$ cat src/rtl/pow_5_sched_pkg.sv
// Shared types and constants for the two-requester arg^5 scheduler.
package pow_5_sched_pkg;

    typedef enum logic [1:0] {
        IDLE = 2'd0,
        MUL  = 2'd1,
        DONE = 2'd2
    } state_t;

    localparam int MUL_STEPS = 4;

endpackage

$ cat src/rtl/arb_rr_2.sv
// Two-way round-robin grant with its priority pointer; grants are combinational
// and only issued while enabled.
module arb_rr_2 (
    input  logic       clk_i,
    input  logic       rst_i,
    input  logic       en_i,
    input  logic [1:0] vld_i,
    output logic [1:0] gnt_o
);

    logic ptr_q;
    logic ptr_d;

    always_comb begin
        gnt_o = 2'b00;
        if (en_i) begin
            if (vld_i == 2'b11) begin
                gnt_o = ptr_q ? 2'b10 : 2'b01;
            end else begin
                gnt_o = vld_i;
            end
        end
        // Priority passes to whichever requester was not just served.
        ptr_d = ptr_q;
        if (|gnt_o) begin
            ptr_d = gnt_o[0];
        end
    end

    always_ff @(posedge clk_i or posedge rst_i) begin
        if (rst_i) begin
            ptr_q <= 1'b0;
        end else begin
            ptr_q <= ptr_d;
        end
    end

endmodule

$ cat src/rtl/pow_5_shared_sched.sv
// Computes arg^5 mod 2^w for two requesters through one shared multiplier:
// accept loads acc = arg, then four acc*arg steps, then the result is held.
module pow_5_shared_sched
    import pow_5_sched_pkg::*;
#(
    parameter int w = 8
) (
    input  logic         clk,
    input  logic         rst,
    input  logic         req0_vld,
    input  logic [w-1:0] req0_arg,
    output logic         req0_rdy,
    input  logic         req1_vld,
    input  logic [w-1:0] req1_arg,
    output logic         req1_rdy,
    output logic         res_vld,
    output logic [w-1:0] res,
    output logic         res_id,
    input  logic         res_rdy
);

    localparam logic [1:0] LAST_STEP = 2'(MUL_STEPS - 1);

    state_t       state_q;
    logic [1:0]   cnt_q;
    logic         res_vld_q;
    logic [w-1:0] acc_q;
    logic [w-1:0] arg_q;
    logic         id_q;

    logic [1:0]   gnt;
    logic         accept;
    logic         arb_en;
    logic [w-1:0] arg_sel;
    logic [w-1:0] acc_d;

    // Gating with rst keeps both rdy low for the whole reset pulse.
    assign arb_en  = (state_q == IDLE) && !rst;
    assign accept  = |gnt;
    assign arg_sel = gnt[1] ? req1_arg : req0_arg;
    assign acc_d   = acc_q * arg_q;

    arb_rr_2 u_arb (
        .clk_i (clk),
        .rst_i (rst),
        .en_i  (arb_en),
        .vld_i ({req1_vld, req0_vld}),
        .gnt_o (gnt)
    );

    always_ff @(posedge clk or posedge rst) begin
        if (rst) begin
            state_q   <= IDLE;
            cnt_q     <= 2'd0;
            res_vld_q <= 1'b0;
        end else begin
            case (state_q)
                IDLE: begin
                    if (accept) begin
                        state_q <= MUL;
                        cnt_q   <= 2'd0;
                    end
                end
                MUL: begin
                    cnt_q <= cnt_q + 2'd1;
                    if (cnt_q == LAST_STEP) begin
                        state_q   <= DONE;
                        res_vld_q <= 1'b1;
                    end
                end
                DONE: begin
                    if (res_rdy) begin
                        state_q   <= IDLE;
                        res_vld_q <= 1'b0;
                    end
                end
                default: begin
                    state_q   <= IDLE;
                    res_vld_q <= 1'b0;
                end
            endcase
        end
    end

    // Datapath registers carry no reset; state alone decides their meaning.
    always_ff @(posedge clk) begin
        if (accept) begin
            arg_q <= arg_sel;
            acc_q <= arg_sel;
            id_q  <= gnt[1];
        end else if (state_q == MUL) begin
            acc_q <= acc_d;
        end
    end

    assign req0_rdy = gnt[0];
    assign req1_rdy = gnt[1];
    assign res_vld  = res_vld_q;
    assign res      = acc_q;
    assign res_id   = id_q;

endmodule

$ cat config.mk
export PLATFORM = sky130hd
export DESIGN_NAME = pow_5_shared_sched
export DESIGN_NICKNAME = d
export VERILOG_FILES = /design/src/rtl/pow_5_sched_pkg.sv /design/src/rtl/arb_rr_2.sv /design/src/rtl/pow_5_shared_sched.sv
export SDC_FILE = /design/constraint.sdc
export NUM_CORES = 1
export LEC_CHECK = 0
export CAP_MARGIN = 20
export CORE_UTILIZATION = 50
export DETAILED_ROUTE_END_ITERATION = 7
export PLACE_DENSITY = 0.76
export SETUP_SLACK_MARGIN = 0.05
export SKIP_LAST_GASP = 1
export SYNTH_ARGS = -nofsm -noshare
export SYNTH_HDL_FRONTEND = slang
export SYNTH_HIERARCHICAL = 1
export SYNTH_SLANG_ARGS = --single-unit
$ cat constraint.sdc
create_clock -name clk -period 4.38 [get_ports clk]
set_clock_uncertainty 0.15 [all_clocks]
set_input_delay 0.438 -clock clk [delete_from_list [all_inputs] [get_ports clk]]
set_output_delay 0.438 -clock clk [all_outputs]
set_load 0.01 [all_outputs]
==> reports/results.ini <==
[status]
status = finished, final reports clean

[floorplan]
start_util_pct = 54.18
dieArea_mm2 = 0.004008
rows = 21
die_h_um = 63.31
io_pins = 33
core_mm2 = 0.003468
die_w_um = 63.31

[clock_tree]
hold_buffers = 0
clk_latency_ns = 0.26
root_buffer = clkbuf_8
htree_levels = 1
cts_resized = 0
numCtsBuffers = 3
clockBufferDepth = 2
clk_pin_slew_ns = 0.08
cts_sinks = 23
cts_tree = yes
cts_setup_buffers = 0

[yosys]
synth_flop_cell = edfxtp_1
yosysUniqueCellTypes = 26
synth_top_cell_by_area = edfxtp_1
avgSynthCellArea_um2 = 10.05
synth_top_cell_area_share_pct = 27.16
syn_nets = 237
ys_async_sr_fraction_pct = 26.09
netlist_top_cells_area = edfxtp_1, fa_1, ha_1, dfrtp_1, inv_1
syn_inst = 187
ys_seq_elements = 23
synth_edf_count = 17
ys_seq_area_share_pct = 35.15
ys_warn_count = 6
synth_area_mm2 = 0.001879

[timing]
max_freq_ghz = 0.2405
worst_pin_slew_ns = 0.5856
postLayoutSetupSlackWorst_ns = 0.2223
setup_viol = 0
relSlewSlack_pct = 60.96
whs_ns = 0.2186
timing.final.crit_share_pct = 94.93
rsz0062_at_grt = no
fin_setup_tns_ns = 0
finalCriticalPeriod_ns = 4.158
finalHoldViolations = 0
slew_violations = 0

[grt]
grt_start_max_net_pins = 15
grt_pass1_vias = 1504
grt_overflow = 0
grtUsageTotal_pct = 20.95
antenna_found_initial = 0
grt_pass1_wl_um = 6479

[setup_path]
critical_path_class = reg -> reg
r2r_end = res[7]$_DFFE_PP_
slowest_stage = fa_1
required_ns = 4.34
path_common_cell = fa_1
worst-r2r-cell-count = 12
crit_arrival_ns = 4.12
crit_path_max_fanout = 7
cp_cell_sequence = nand2_1 > fa_1 > fa_1 > inv_1 > fa_1 > inv_1 > fa_1 > xor2_1 > xnor3_1 > xnor3_1 > xnor3_1 > a21oi_1
critPathTopFamily = adder cells
cp_num_buf_inv = 2
slowest_delay_ns = 0.54
worstSetupEndpointType = register
r2r_slack_ns = 0.22
startpoint_type = register
timing.rr.start = res[2]$_DFFE_PP_

[cells_and_area]
layout_common_cells = clkdlybuf4s50_1, inv_1, nand2_1
layout-area-overhead-vs-synth_pct = 23.17
drive_gt1_share_pct = 5.381
antenna_cells = 0
fin_nets = 274
mostFrequentLayoutCell = clkdlybuf4s50_1

[flow_run]
drv_cap = 0

[placed_design]
dp_hpwl_um = 3189
dp_slack_ns = 0.2202
gp_congestion = 0.8003
port_buffers = 32

[route]
num_vias = 1395
wl_um = 3748
drc = 0
drtIter0Drc = 50
drt-wirelength-per-cell_um = 13.93
ant_nets = 0
routed_via_density = 5.186
drtPass1Iterations = 6

[min_path]
hp-class = in -> async

[state kept, by name, indices dropped and copies added, names as in the netlist]
signal and flops:
res 8, res_id 1, cnt_q 2, arg_q 8
u_arb/ptr_q 1, state_q 2, res_vld 1
[routing by layer]
| metal | vias up | track usage (%) | routed length, µm |
|---|---|---|---|
| met5 | - | 0 | 0 |
| met4 | 0 | 6.818 | 57 |
| met3 | 10 | 1.993 | 120 |
| met2 | 50 | 40.32 | 2049 |
| met1 | 659 | 23.94 | 1521 |
| li1 | 676 | - | - |
[cells in the mapped netlist, types with 2 or more instances]
library cell and instances:
a21o_1 2, a21oi_1 10, and2_1 16, clkbuf_1 3, dfrtp_1 6, edfxtp_1 17, fa_1 12, ha_1 17
inv_1 30, mux2_1 6, mux2_2 2, nand2_1 27, nand3_1 2, nor2_1 15, o21ai_1 2, xnor2_1 5
xnor3_1 3, xor2_1 4
[area by class of cell]
type                       count  area [µm²]
clock buffer                   3       41.29
clock inverter                 1       5.005
fill                         309        1154
inverter                      31       116.4
multi-input combinational    130        1091
sequential                    23       660.6
tap                           46       57.56
timing repair buffer          35       342.8
[worst max path at each step]
stage                startpoint          endpoint  slack [ns]  cells past startpoint
6_report       res[2]$_DFFE_PP_  res[7]$_DFFE_PP_        0.22                     12
5_1_grt        res[2]$_DFFE_PP_  res[7]$_DFFE_PP_        0.09                     12
4_1_cts        res[2]$_DFFE_PP_  res[7]$_DFFE_PP_        0.20                     12
3_5_place_dp   res[2]$_DFFE_PP_  res[7]$_DFFE_PP_        0.22                     12
3_3_place_gp   res[2]$_DFFE_PP_  res[7]$_DFFE_PP_        0.38                     12
2_1_floorplan  res[1]$_DFFE_PP_  res[7]$_DFFE_PP_        0.35                     12
[cells by family after synthesis]
group | Yosys count | synth area share (%)
AND/OR/NAND/NOR | 62 | 14.85
buffers and inverters | 34 | 6.791
adder cells (fa/ha/maj) | 29 | 24.10
flip-flops | 23 | 35.15
AO/OA/AOI/OAI | 18 | 5.659
XOR/XNOR | 13 | 8.655
multiplexers | 8 | 4.793
[per-stage QoR]
stage	cells	area, µm²	utilization, %
after floorplan	187	1879	-
after CTS	269	2315	66.74
after detailed placement	265	2268	65.40
after global placement	265	2268	65.40
after global routing	269	2315	66.74
final	269	2315	66.74
[worst register-to-register path, delay by kind of cell (launching register included)]
family	cells	cell delay, ns
compound gates	1	0.16
xor+xnor	4	1.16
fa+ha+maj	4	1.87
buf+inv	2	0.10
flops	1	0.47
simple gates	1	0.11
Power is left out: the tool's default activity adds up to more than one toggle a clock period on the data nets, which glitch-free logic cannot reach.
